[src/rtl/sm3_pkg.sv]
// rtl/sm3_pkg.sv - shared SM3 types and constants
//
// Holds the message-arbiter FSM state encoding, the digest width and the
// SM3 initial chaining value. Imported by the arbiter RTL and its bench.

package sm3_pkg;

  // Message arbiter states: waiting for a requester, streaming the owner's
  // words into the pipeline, waiting for the digest of that message.
  typedef enum logic [1:0] {
    ST_IDLE = 2'd0,
    ST_XFER = 2'd1,
    ST_WAIT = 2'd2
  } sm3_arb_state_e;

  localparam int SM3_DIGEST_W = 256;

  // SM3 initial value (V0), most significant word first.
  localparam logic [SM3_DIGEST_W-1:0] SM3_IV =
    256'h7380166f_4914b2b9_172442d7_da8a0600_a96f30bc_163138aa_e38dee4d_b0fb0e4e;

endpackage

[src/rtl/sm3_rr_pick.sv]
// rtl/sm3_rr_pick.sv - combinational round-robin priority picker
//
// Picks the first set request bit at or after ptr, scanning upward and
// wrapping from N-1 back to 0.
//
// Ports:
//   req  in  N   request vector
//   ptr  in  IW  index with highest priority this cycle (must be < N)
//   gnt  out N   one-hot grant (all zero when no request)
//   idx  out IW  index of the granted request (0 when no request)
//   any  out 1   at least one request is set

module sm3_rr_pick #(
  parameter int N  = 4,
  parameter int IW = (N > 1) ? $clog2(N) : 1
) (
  input  logic [N-1:0]  req,
  input  logic [IW-1:0] ptr,
  output logic [N-1:0]  gnt,
  output logic [IW-1:0] idx,
  output logic          any
);

  always_comb begin
    logic [IW:0]   j;
    logic [IW-1:0] jn;
    j   = '0;
    jn  = '0;
    idx = '0;
    any = |req;
    // Walk offsets from farthest to nearest so the nearest set bit
    // (smallest offset from ptr) is the last one written.
    for (int i = N - 1; i >= 0; i--) begin
      j = {1'b0, ptr} + (IW+1)'(i);
      if (j >= (IW+1)'(N)) begin
        j = j - (IW+1)'(N);
      end
      jn = j[IW-1:0];
      if (req[jn]) begin
        idx = jn;
      end
    end
    gnt = any ? (N'(1) << idx) : '0;
  end

endmodule

[src/rtl/sm3_msg_arb.sv]
// rtl/sm3_msg_arb.sv - per-message round-robin arbiter for a shared SM3 pipeline
//
// A requester wins the pipeline from its first word until the digest of its
// message returns (or the watchdog aborts it); only one message is ever in
// flight because the compression core keeps chaining state for one message.
//
// Ports:
//   clk, rst_n       clock, asynchronous active-low reset
//   req_vld_i        per-requester word valid
//   req_data_i       per-requester word, requester k at [k*DW +: DW]
//   req_lst_i        per-requester last-word flag
//   req_rdy_o        per-requester ready (only the owner, only while streaming)
//   sm3_vld_o        word valid to the pipeline
//   sm3_data_o       word to the pipeline (zero when not valid)
//   sm3_lst_o        last-word flag to the pipeline
//   sm3_rdy_i        pipeline ready
//   sm3_res_vld_i    digest valid pulse from the compression core
//   sm3_res_i        digest from the compression core
//   res_vld_o        one-hot digest pulse to the owner (cycle after the digest)
//   res_o            registered digest, shared by all requesters
//   busy_o           a message is granted or in flight
//   owner_o          current or most recent owner
//   err_timeout_o    watchdog abort pulse, in the last cycle of WAIT
//   err_spurious_o   pulse (next cycle) for a digest arriving outside WAIT

module sm3_msg_arb
  import sm3_pkg::*;
#(
  parameter int NUM_REQ     = 4,
  parameter int DW          = 32,
  parameter int TIMEOUT_CYC = 1024,
  parameter int IDW         = $clog2(NUM_REQ)
) (
  input  logic                    clk,
  input  logic                    rst_n,
  input  logic [NUM_REQ-1:0]      req_vld_i,
  input  logic [NUM_REQ*DW-1:0]   req_data_i,
  input  logic [NUM_REQ-1:0]      req_lst_i,
  output logic [NUM_REQ-1:0]      req_rdy_o,
  output logic                    sm3_vld_o,
  output logic [DW-1:0]           sm3_data_o,
  output logic                    sm3_lst_o,
  input  logic                    sm3_rdy_i,
  input  logic                    sm3_res_vld_i,
  input  logic [SM3_DIGEST_W-1:0] sm3_res_i,
  output logic [NUM_REQ-1:0]      res_vld_o,
  output logic [SM3_DIGEST_W-1:0] res_o,
  output logic                    busy_o,
  output logic [IDW-1:0]          owner_o,
  output logic                    err_timeout_o,
  output logic                    err_spurious_o
);

  localparam logic [1:0] S_IDLE = ST_IDLE;
  localparam logic [1:0] S_XFER = ST_XFER;
  localparam logic [1:0] S_WAIT = ST_WAIT;

  // The watchdog only ever needs to count up to TIMEOUT_CYC-1.
  localparam int WDW = (TIMEOUT_CYC > 2) ? $clog2(TIMEOUT_CYC) : 1;
  localparam logic [WDW-1:0] WD_LAST = WDW'(TIMEOUT_CYC - 1);

  logic [1:0]         state;
  logic [IDW-1:0]     owner;
  logic [NUM_REQ-1:0] owner_oh;
  logic [IDW-1:0]     ptr;
  logic [WDW-1:0]     wdog;

  logic [NUM_REQ-1:0] pick_gnt;
  logic [IDW-1:0]     pick_idx;
  logic               pick_any;

  logic               own_vld;
  logic               own_lst;
  logic [DW-1:0]      own_data;
  logic               in_xfer;
  logic               in_wait;
  logic               beat_last;
  logic [IDW-1:0]     next_ptr;

  sm3_rr_pick #(
    .N  (NUM_REQ),
    .IW (IDW)
  ) u_pick (
    .req (req_vld_i),
    .ptr (ptr),
    .gnt (pick_gnt),
    .idx (pick_idx),
    .any (pick_any)
  );

  // Select the owner's lane. owner_oh is kept alongside owner so the lane
  // mux, ready fan-out and result pulse need no decoder.
  always_comb begin
    own_vld  = 1'b0;
    own_lst  = 1'b0;
    own_data = '0;
    for (int k = 0; k < NUM_REQ; k++) begin
      if (owner_oh[k]) begin
        own_vld  = req_vld_i[k];
        own_lst  = req_lst_i[k];
        own_data = req_data_i[k*DW +: DW];
      end
    end
  end

  assign in_xfer = (state == S_XFER);
  assign in_wait = (state == S_WAIT);

  assign sm3_vld_o  = in_xfer & own_vld;
  assign sm3_data_o = sm3_vld_o ? own_data : '0;
  assign sm3_lst_o  = in_xfer & own_lst;
  assign req_rdy_o  = in_xfer ? (owner_oh & {NUM_REQ{sm3_rdy_i}}) : '0;

  assign beat_last = sm3_vld_o & sm3_rdy_i & sm3_lst_o;

  assign busy_o  = (state != S_IDLE);
  assign owner_o = owner;

  // A digest arriving in the very cycle the watchdog expires still wins.
  assign err_timeout_o = in_wait & (wdog == WD_LAST) & ~sm3_res_vld_i;

  assign next_ptr = (owner == IDW'(NUM_REQ - 1)) ? '0 : owner + IDW'(1);

  always_ff @(posedge clk or negedge rst_n) begin
    if (!rst_n) begin
      state          <= S_IDLE;
      owner          <= '0;
      owner_oh       <= '0;
      ptr            <= '0;
      wdog           <= '0;
      res_o          <= '0;
      res_vld_o      <= '0;
      err_spurious_o <= 1'b0;
    end else begin
      res_vld_o      <= '0;
      err_spurious_o <= 1'b0;
      case (state)
        S_IDLE: begin
          if (sm3_res_vld_i) begin
            err_spurious_o <= 1'b1;
          end
          if (pick_any) begin
            owner    <= pick_idx;
            owner_oh <= pick_gnt;
            state    <= S_XFER;
          end
        end
        S_XFER: begin
          if (sm3_res_vld_i) begin
            err_spurious_o <= 1'b1;
          end
          if (beat_last) begin
            wdog  <= '0;
            state <= S_WAIT;
          end
        end
        S_WAIT: begin
          if (sm3_res_vld_i) begin
            res_o     <= sm3_res_i;
            res_vld_o <= owner_oh;
            ptr       <= next_ptr;
            state     <= S_IDLE;
          end else if (wdog == WD_LAST) begin
            // Abort: no result pulse, the owner loses its turn.
            ptr   <= next_ptr;
            state <= S_IDLE;
          end else begin
            wdog <= wdog + WDW'(1);
          end
        end
        default: begin
          state <= S_IDLE;
        end
      endcase
    end
  end

endmodule

[config.mk]
export PLATFORM = sky130hd
export DESIGN_NAME = sm3_msg_arb
export DESIGN_NICKNAME = d
export VERILOG_FILES = /design/src/rtl/sm3_pkg.sv /design/src/rtl/sm3_rr_pick.sv /design/src/rtl/sm3_msg_arb.sv
export SDC_FILE = /design/constraint.sdc
export NUM_CORES = 1
export LEC_CHECK = 0
export ABC_CLOCK_PERIOD_IN_PS = 2700
export BUFFER_PORTS_ARGS = -buffer_cell sky130_fd_sc_hd__buf_2
export CORE_AREA = 4 4 272 274
export DETAILED_ROUTE_END_ITERATION = 6
export DIE_AREA = 0 0 276 278
export REMOVE_ABC_BUFFERS = 1
export SLEW_MARGIN = 40
export SYNTH_ARGS = -nofsm -noshare
export SYNTH_HDL_FRONTEND = slang
export SYNTH_SLANG_ARGS = --single-unit
[constraint.sdc]
create_clock -name clk -period 2.7 [get_ports clk]
set_input_delay 0.135 -clock clk [delete_from_list [all_inputs] [get_ports clk]]
set_output_delay 0.135 -clock clk [all_outputs]
set_load 0.1 [all_outputs]
### Word level (Yosys, flattened, before mapping)

Index checks and enable logic that the tools add are counted.

* add/subtract/negate cells: 9
* magnitude comparators: 8
* eq/ne operators: 9
* shifts and indexed selects: 1
* muxes and demuxes: 46
* bitwise operators: 8
* reductions and logical operators: 11

Operator list (count)
* 32-bit two-way mux: 5
* 10-bit two-way mux: 3
* 2-bit two-way mux: 15
* 10-bit case mux with 2 select lines: 1
* 1-bit two-way mux: 14
* 2-bit by 3-bit less-than comparator with 1-bit output, second input constant: 4
* 4-bit two-way mux: 3
* 10-bit by 1-bit adder with 10-bit output, second input constant: 1
* 10-bit equality test, second input constant: 1
* 3-bit >= comparator, second input constant: 3
* 1-bit binary-select mux with 2-bit select: 4
* 2-bit by 1-bit subtractor with 2-bit output, second input constant: 4
* 2-bit by 2-bit adder with 3-bit output, second input constant: 2
* 1-bit bitwise AND: 6
* 2-bit != test, second input constant: 3
* 2-bit case mux with 3 select lines: 1
* 2-bit AND reduction: 3
* 2-bit nonzero test: 3
* 4-bit bitwise AND: 1
* 2-bit equality test, second input constant: 2
* 4-bit AND reduction: 1
* 4-bit OR reduction: 1
* 1-bit by 2-bit left shift with 4-bit output, first input constant: 1
* 2-bit by 1-bit adder with 3-bit output, second input constant: 1
* 9 further kinds: 9

* flip-flop bits (word level): 281
* word-level logic and storage cells: 100

### Logic depth before layout (Yosys ltp)

Gate-level depths: netlist (run 1).

* depth after elaboration: 10
* gate-level depth with buffers: 8

### By module

A second synthesis (run 1) with hierarchy kept.

* cells, all modules: 863
* area, all modules: 12045.3 um2

By module, submodules not included
* sm3_msg_arb: instances 1, cells an instance 834, area an instance 11835.1 um2
* sm3_rr_pick: instances 1, cells an instance 29, area an instance 210.2 um2

### Least setup slack after synthesis (run 1)

No wires, ideal clock.

* path type: reg2out
* start: register wdog[0]
* end: output err_timeout_o
* arrival time: 3.290 ns
* required time: 2.565 ns
* setup slack: -0.725 ns
* cell stages (with the launch flop): 5
* path through: dfrtp_1 ha_1 nand3_2 nor4_4 nor3b_1

* cells in the longest elaborated chain, start to end: 3

RTL lines
* from (decl): line sm3_msg_arb.sv:66 `logic [WDW-1:0] wdog;`
* from (signal assigned): line sm3_msg_arb.sv:168 `wdog <= wdog + WDW'(1);`
* 10-bit equality test: line sm3_msg_arb.sv:120 `assign err_timeout_o = in_wait & (wdog == WD_LAST) & ~sm3_res_vld_i;`
* 1-bit bitwise AND (2 in a row): line sm3_msg_arb.sv:120
* to (decl): line sm3_msg_arb.sv:50 `output logic err_timeout_o,`

No other way between the ends.

### Final worst setup path (run 1)

* start: register owner_oh[1]
* end: output sm3_data_o[6]

* cells in the longest elaborated chain, start to end: 5

RTL lines
* from (decl): line sm3_msg_arb.sv:64 `logic [NUM_REQ-1:0] owner_oh;`
* from (signal assigned): line sm3_msg_arb.sv:144 `owner_oh <= pick_gnt;`
* 1-bit two-way mux (3 in a row): line sm3_msg_arb.sv:98 `if (owner_oh[k]) begin`
* 1-bit bitwise AND: line sm3_msg_arb.sv:109 `assign sm3_vld_o = in_xfer & own_vld;`
* 32-bit two-way mux *: line sm3_msg_arb.sv:110 `assign sm3_data_o = sm3_vld_o ? own_data : '0;`
* to (decl): line sm3_msg_arb.sv:41 `output logic [DW-1:0] sm3_data_o,`

Every way passes the cells marked *; elsewhere a longest branch is shown, timed or not.

==> results.json, run 1 <==
{
  "ys_seq_elements": 281,
  "synth_area_leader_cell": "dfrtp_1",
  "clk_root_buffer_cell": "clkbuf_16",
  "routed-via-count": 11100,
  "overflow": 0,
  "synthAdderAreaFrac": 0.00213,
  "synth_sequential_area_ratio": 0.600,
  "grt_max_degree": 86,
  "synth-compound-area-share": 0.0602,
  "grt_pass1_vias": 12200,
  "final.setup.worst_slack_ps": 112,
  "finished_layout_cell_area_um2": 20800,
  "timing_hold_violations_final": 0,
  "worstPathCellList": "nand3b_1, a221o_1, a21o_1, buf_4, nor2_1, buf_12",
  "syn_area_um2": 11700,
  "setup_viol": 0,
  "clock_tree_from_tritoncts": "yes",
  "synth-simple-area-share": 0.0618,
  "netlist_instances": 869,
  "first_pass_drt_iterations": 4,
  "synth_top_family_by_area": "multiplexers",
  "synthesis.area_per_instance_um2": 13.5,
  "cts-buffers-inserted": 31,
  "tritoncts_num_sinks": 281,
  "setup.worst_path.class": "reg2out",
  "skew_ps": 12.7,
  "worst_setup_path_start_kind": "flip-flop",
  "post_drt_wl_per_cell_um": 18.4,
  "dpl.hpwl_um": 39000,
  "reg2reg_depth": 6,
  "timing.final.max_slew_violations": 0,
  "cpPeakStageDelay_ps": 420,
  "groute.layer.met2.usage": 0.223,
  "routed_via_density": 3.94,
  "drtIter0Drc": 345,
  "drc": 0,
  "run_status": "completed",
  "clk_path_buf_depth": 3,
  "worstHoldEndpoint": "owner_o[1]",
  "max_cap_viol_count": 0,
  "final_layout_size_suffix_gt1_frac": 0.571,
  "crit_arrival_ps": 2450,
  "placedInstanceArea_um2": 17000,
  "synth-main-ff-cell": "dfrtp_1",
  "grt_usage": 0.129,
  "critPathBufInv": 2,
  "layout.area.seq_um2": 7040,
  "detail_route.wirelength_um": 51900,
  "antenna_violations_before_repair": 7,
  "gp_congestion": 0.902,
  "synthTopCellsByArea": "dfrtp_1, mux2_2, a221oi_1",
  "yosys.cell_types.count": 44,
  "fin_crit_ps": 2590,
  "cts_htree_levels": 1,
  "total_area_of_multi_input_combinational_cells_um2": 4470,
  "yosys_warnings": 0,
  "die_height_um": 278,
  "critical_path.slowest_cell": "dfrtp_1",
  "worst_hold_path.num_cells": 3,
  "finalCritPeriodShare": 0.959,
  "whs_ps": 44.6,
  "synth-edff-count": 0,
  "critical-path-top-delay-family": "compound AO/OA/AOI/OAI gates",
  "n_fill_cell": 7288,
  "r2r_start": "ptr[1]",
  "postSynth.asyncResetShare": 1.00,
  "worst_slack_placed_ps": 632,
  "rsz0062_at_grt": "true",
  "timing.reg2reg.setup_slack_ps": 180,
  "yosysMostFrequentCell": "dfrtp_1",
  "timing.fmax_mhz": 386,
  "wire_length_of_the_first_global_routing_pass_um": 76800,
  "timing.slew.headroom": 0.536,
  "holdCritPathClass": "in2reg",
  "crit_fanout": 33,
  "die-area_um2": 76700,
  "io-pin-count": 699,
  "endpoint_kind": "primary output",
  "portBuffers": 698,
  "synth_xor_area_frac": 0.000747,
  "final_core_utilization": 0.292,
  "grtUsageMet1": 0.133,
  "postRouteAntennaNets": 0,
  "finish.net_count": 2241,
  "global_route.usage.met3": 0.0616,
  "max_slew.worst_pin.slew_ps": 701,
  "floorplan.rows": 98,
  "die_width_um": 276,
  "initial_core_util": 0.164,
  "required_ps": 2570,
  "cts.clk_slew.worst_paths_ps": 60,
  "r2r-end": "owner_oh[3]",
  "clock_insertion_delay_worst_skew_ps": 590,
  "area_of_the_placeable_core_um2": 71400,
  "synth.cells.most_frequent": "dfrtp_1, mux2_2, nor2_1, a21oi_1, nor3_1",
  "synth_top_area_frac": 0.600,
  "synth.area.mux_share": 0.251,
  "hp-start": "req_vld_i[0]",
  "grt_most_used_layer": "met2",
  "area.growth.synth_to_final_pct": 77.6
}
-- registers in the layout (all words and copies together) (netlist names) --
signal / count
err_spurious_o: 1
state: 2
owner_oh: 4
owner_o: 2
res_o: 256
wdog: 10
res_vld_o: 4
ptr: 2
-- worst max path at each step --
stage,slack [ps],end,depth (start not counted),start
finish,110,sm3_data_o[6],6,owner_oh[1]
global route,-30,sm3_data_o[30],6,owner_oh[1]
CTS,10,sm3_data_o[6],5,owner_oh[3]
detailed placement,630,wdog[2],6,wdog[0]
global placement,550,wdog[6],6,wdog[0]
floorplan,-4100,res_o[0],3,state[1]
-- cells by family after synthesis --
kind of cell,count (synthesis)
fa+ha+maj,2
buf+inv,66
simple gates,155
mux,261
compound gates,103
xor+xnor,1
flops,281
-- through the flow --
step                      cells   TNS, ps
after detailed placement   2494         0
after CTS                  2812         0
after global routing       2818      -400
final                      2819         0
after floorplan             810  -1092140
after global placement     2494         0
-- layer usage --
metal	share of wire	vias to the layer above	wire length, um
li1	-	5073	-
met1	0.35	5349	18100
met2	0.49	581	25500
met3	0.11	110	5860
met4	0.045	4	2330
met5	0.00071	-	37
-- cells in the final DEF (no fill, tap or decap), types with 3 or more instances in the layout --
| master | n |
|---|---|
| a21oi_1 | 41 |
| clkbuf_8 | 9 |
| buf_12 | 42 |
| dfrtp_1 | 280 |
| buf_2 | 662 |
| a221oi_1 | 31 |
| nor2_1 | 70 |
| clkbuf_1 | 4 |
| and3_1 | 5 |
| nand2_1 | 16 |
| inv_1 | 6 |
| clkbuf_16 | 31 |
| nor2_2 | 3 |
| a31oi_1 | 4 |
| mux2_2 | 259 |
| diode_2 | 4 |
| o21ai_0 | 10 |
| and2_1 | 5 |
| clkinv_2 | 5 |
| dlygate4sd3_1 | 264 |
| buf_4 | 27 |
| nand2b_1 | 5 |
| nor3_1 | 33 |
-- cell type report --
cell class,count,area share
antenna,4,0.000481
clock buffer,44,0.0439
clock inverter,11,0.00523
inverter,7,0.00126
multi-input combinational,522,0.215
sequential,281,0.338
tap,950,0.0571
timing repair buffer,1000,0.340
-- timing repair --
item	in CTS	in global routing
hold buffers	263	1
gates cloned	0	0
resized for setup	1	13
setup buffers	0	1
endpoints found under the hold margin	338	11
endpoints found under the setup margin	1	35
-- worst min-delay path, delay by kind of cell --
family / cells / cell delay [ps]
mux: 1 / 230
buf+inv: 1 / 130
compound gates: 1 / 110
Power of run 1 is not shown: default switching activity piles up to over one toggle a cycle in this logic, so the estimate is an artifact.
==> run 2, diff against run 1 <==
- PLACE_DENSITY: default -> 0.34
==> results.json, run 2 (synthesis gave the netlist of run 1 again) <==
{
  "antenna_violations_before_repair": 4,
  "grt_most_used_layer": "met2",
  "critPathBufInv": 2,
  "cts.clk_slew.worst_paths_ps": 50,
  "routed-via-count": 10900,
  "io-pin-count": 699,
  "detail_route.wirelength_um": 50500,
  "postCtsSetupBuffers": 0,
  "whs_ps": 72.2,
  "finish.net_count": 2225,
  "drtIter0Drc": 248,
  "first_pass_drt_iterations": 4,
  "reg2reg_depth": 6,
  "cts_htree_levels": 2,
  "post_drt_wl_per_cell_um": 18.0,
  "grtUsageMet1": 0.130,
  "run_status": "completed",
  "clock_tree_from_tritoncts": "yes",
  "worst_hold_path.num_cells": 4,
  "grt_usage": 0.127,
  "worst_setup_path_start_kind": "flip-flop",
  "dpl.hpwl_um": 38900,
  "die_width_um": 276,
  "crit_fanout": 33,
  "finalCritPeriodShare": 0.951,
  "gp_congestion": 0.891,
  "wire_length_of_the_first_global_routing_pass_um": 75800,
  "timing.slew.headroom": 0.502,
  "largest_reg_flops": 256,
  "die_height_um": 278,
  "fin_crit_ps": 2570,
  "timing.final.max_slew_violations": 0,
  "timing.reg2reg.setup_slack_ps": 600,
  "groute.layer.met2.usage": 0.233,
  "grt_max_degree": 80,
  "max_cap_viol_count": 0,
  "floorplan.rows": 98,
  "routed_via_density": 3.88,
  "skew_ps": 11.6,
  "r2r_start": "wdog[0]",
  "initial_core_util": 0.164,
  "drc": 0,
  "timing_hold_violations_final": 0,
  "final_layout_size_suffix_gt1_frac": 0.582,
  "cts-buffers-inserted": 37,
  "tns_ps": 0,
  "rsz0062_at_grt": "false",
  "finalNonFillerCells": 2806,
  "overflow": 0,
  "final_common_cell": "buf_2",
  "total_instance_count_after_detailed_placement": 2480,
  "endpoint_kind": "primary output",
  "clk_path_buf_depth": 3,
  "critical_path.slowest_cell": "dfrtp_2",
  "n_fill_cell": 7540,
  "grt_pass1_vias": 12100,
  "critical-path-top-delay-family": "compound AO/OA/AOI/OAI gates",
  "cp_num_cells": 6,
  "clock_insertion_delay_worst_skew_ps": 540,
  "area.growth.synth_to_final_pct": 77.5,
  "holdCritPathClass": "in2reg",
  "required_ps": 2570,
  "die-area_um2": 76700,
  "max_slew.worst_pin.slew_ps": 742,
  "cpPeakStageDelay_ps": 470,
  "crit_arrival_ps": 2430,
  "biggest_registers_after_layout": "res_o: 256 flops, wdog: 10 flops",
  "portBuffers": 698,
  "tritoncts_num_sinks": 281,
  "worstPathCellList": "nand3b_1, a221o_1, a21o_1, buf_6, nor2_2, buf_12",
  "setup.worst_path.class": "reg2out",
  "area_of_the_placeable_core_um2": 71400,
  "global_route.usage.met3": 0.0488,
  "hp-start": "req_vld_i[2]",
  "register_with_the_highest_flop_count": "res_o",
  "postRouteAntennaNets": 0,
  "startpoint": "owner_oh[1]",
  "setup_viol": 0,
  "timing.fmax_mhz": 389,
  "clk_root_buffer_cell": "clkbuf_16",
  "layout_common_cells": "buf_2, dfrtp_1, mux2_2, dlygate4sd3_1"
}
## run 2: cell types whose count changed in the layout (fill, tap and decap cells not counted), moves of 2 or more
cell,change
clkbuf_16,+6
clkbuf_1,+3
nor2_4,+2
dfrtp_2,+2
dlygate4sd3_1,-6
clkinv_2,+2
a211oi_1,+2
nor2_1,-28
a211oi_2,-2
buf_4,-14
nor2_2,+26
## run 2: worst paths after layout
path,endpoint
max,sm3_data_o[20]
min,owner_oh[3]
max reg2reg,wdog[2]
min reg2reg,res_o[77]
max in group asynchronous,res_o[249]
min in group asynchronous,res_o[222]
## run 2: area by class of cell
class                   count  area [um2]  share of cell area
diodes                      3        7.51            0.000361
clock buffers              53        1080              0.0517
clock inverters            12        88.8             0.00427
inverters                   7        28.8             0.00138
multi-input cells         522        4510               0.217
flip-flops and latches    281        7030               0.338
well taps                 950        1190              0.0571
repair buffers            978        6870               0.330
## run 2: through the flow
stage,utilization,instance area (um2),worst slack (ps)
6_report,0.292,20800,132
5_1_grt,0.292,20800,9.99
2_1_floorplan,-,11500,-4100
4_1_cts,0.290,20700,2.65
3_3_place_gp,0.237,16900,384
3_5_place_dp,0.237,16900,509
## run 2: what timing repair did
| item | 4_1_cts | 5_1_grt |
|---|---|---|
| resized for setup | 3 | 38 |
| endpoints found under the setup margin | 2 | 34 |
| gates cloned | 0 | 0 |
| hold buffers | 258 | 0 |
| hold endpoints to repair | 327 | 0 |
## run 2: per-layer routing
metal / vias to the layer above / part of all wire
met5: - / 0
met4: 0 / 0.039
met3: 80 / 0.086
met2: 490 / 0.52
met1: 5274 / 0.36
li1: 5034 / -
## run 2: worst register-to-register path, cell delays in order (launching register included)
cell      delay (ps)
dfrtp_1          370
ha_1             260
nand3_2          170
nor4_4           380
or3_1            310
nand2b_1         280
o211ai_1         240
Power of run 2 is left out for the same reason.
==> run 3, diff against run 2 <==
- ABC_AREA: default -> 1
- ABC_CLOCK_PERIOD_IN_PS: 2700 -> 3280
- CORE_AREA: 4 4 272 274 -> 4 4 271 273
- DIE_AREA: 0 0 276 278 -> 0 0 275 277
- PLACE_DENSITY: 0.34 -> 0.35
- clock period: 2.7 -> 3.28 ns (I/O delays scaled with it)
==> results.json, run 3 <==
{
  "grt_max_degree": 168,
  "final_core_utilization": 0.291,
  "final_layout_size_suffix_gt1_frac": 0.331,
  "fin_crit_ps": 2900,
  "timing.fmax_mhz": 345,
  "holdCritPathClass": "in2async",
  "syn_area_um2": 12300,
  "clock_insertion_delay_worst_skew_ps": 550,
  "yosys_warnings": 0,
  "run_status": "completed",
  "crit_arrival_ps": 2740,
  "largest_reg_flops": 256,
  "synth_top_area_frac": 0.571,
  "n_fill_cell": 7797,
  "detail_route.wirelength_um": 59400,
  "post_drt_wl_per_cell_um": 17.3,
  "yosysMostFrequentCell": "nand2_1",
  "final_common_cell": "nand2_1",
  "timing_hold_violations_final": 0,
  "timing.slew.headroom": 0.364,
  "die-area_um2": 76200,
  "finalCritPeriodShare": 0.885,
  "grt_pass1_vias": 14300,
  "postRouteAntennaNets": 0,
  "layout_common_cells": "nand2_1, buf_2, dfrtp_1, dlygate4sd3_1",
  "die_width_um": 275,
  "synth-main-ff-cell": "dfrtp_1",
  "tritoncts_num_sinks": 281,
  "die_height_um": 277,
  "final.setup.worst_slack_ps": 379,
  "io-pin-count": 699,
  "initial_core_util": 0.173,
  "portBuffers": 698,
  "setup.worst_path.class": "reg2out",
  "floorplan.rows": 98,
  "required_ps": 3120,
  "ys_seq_elements": 281,
  "endpoint_kind": "primary output",
  "gp_congestion": 0.905,
  "max_cap_viol_count": 0,
  "register_with_the_highest_flop_count": "res_o",
  "clock_tree_from_tritoncts": "yes",
  "cts.clk_slew.worst_paths_ps": 60,
  "synthesis.area_per_instance_um2": 8.12,
  "finish.net_count": 2848,
  "skew_ps": 22.9,
  "grt_usage": 0.149,
  "drtIter0Drc": 580,
  "worst_setup_path_start_kind": "flip-flop",
  "placedInstanceArea_um2": 16800,
  "synthTopCellsByArea": "dfrtp_1, nand2_1, a21oi_1",
  "postCtsSetupBuffers": 0,
  "layout.area.seq_um2": 7030,
  "finished_layout_cell_area_um2": 20700,
  "biggest_registers_after_layout": "res_o: 256 flops, wdog: 10 flops",
  "wire_length_of_the_first_global_routing_pass_um": 88500,
  "postSynth.asyncResetShare": 1.00,
  "synth-edff-count": 0,
  "timing.final.max_slew_violations": 0,
  "netlist_instances": 1516,
  "synth.cells.most_frequent": "nand2_1, dfrtp_1, a21oi_1, buf_2, nor2_1",
  "drc": 0,
  "antenna_violations_before_repair": 7,
  "yosys.cell_types.count": 38,
  "rsz0062_at_grt": "false",
  "first_pass_drt_iterations": 4,
  "whs_ps": 108,
  "area_of_the_placeable_core_um2": 71100,
  "worst_slack_placed_ps": 960,
  "overflow": 0,
  "routed-via-count": 13500,
  "synth_sequential_area_ratio": 0.571,
  "reg2reg_depth": 8,
  "synth_area_leader_cell": "dfrtp_1",
  "area.growth.synth_to_final_pct": 68.2,
  "cts_htree_levels": 2,
  "cts-buffers-inserted": 38,
  "clk_root_buffer_cell": "clkbuf_16",
  "routed_via_density": 3.94,
  "crit_fanout": 33,
  "setup_viol": 0,
  "total_area_of_multi_input_combinational_cells_um2": 4690,
  "max_slew.worst_pin.slew_ps": 954,
  "clk_path_buf_depth": 3,
  "dpl.hpwl_um": 44700
}
-- run 3: logic make-up after synthesis --
logic type / synth area share
buf+inv: 0.0475
compound gates: 0.0615
fa+ha+maj: 0.00203
flops: 0.571
simple gates: 0.318
-- run 3: per-stage QoR --
| stage | instances | TNS, ps |
|---|---|---|
| 2_1_floorplan | 1429 | -845160 |
| 3_3_place_gp | 3101 | 0 |
| 3_5_place_dp | 3102 | 0 |
| 4_1_cts | 3430 | 0 |
| 5_1_grt | 3434 | 0 |
| 6_report | 3435 | 0 |
-- run 3: worst paths after layout --
check                             from             end  slack (ps)
min in group clk             sm3_rdy_i        state[0]         160
hold / removal                   rst_n       res_o[49]         110
max in group asynchronous        rst_n      res_o[120]        2160
setup / recovery           owner_oh[1]  sm3_data_o[22]         380
hold reg to reg             res_o[249]      res_o[249]         460
setup reg to reg               wdog[0]         wdog[4]        1200
-- run 3: what timing repair did --
action,4_1_cts,5_1_grt
resized for setup,0,0
endpoints found under the hold margin,491,0
hold buffers,258,0
-- run 3: worst max-delay path, cell delays in order (launching register included) --
cell and delay, ps:
dfrtp_1 510, inv_2 100, buf_4 300, buf_4 380
o211ai_1 140, a211oi_1 250, buf_2 480
-- run 3: per-layer routing --
metal	vias to the layer above	routed length (um)	track usage
met4	4	1830	0.0488
met2	537	29400	0.266
met1	6300	22300	0.162
met5	-	27	0
li1	6600	-	-
met3	88	5880	0.0575
-- run 3: final cells by class --
cell class | instances | share of cell area
flip-flops and latches | 281 | 0.340
repair buffers | 981 | 0.308
clock buffers | 56 | 0.0545
clock inverters | 14 | 0.00719
diodes | 5 | 0.000604
well taps | 950 | 0.0574
multi-input cells | 1118 | 0.227
inverters | 30 | 0.00616
Power of run 3 is left out for the same reason.
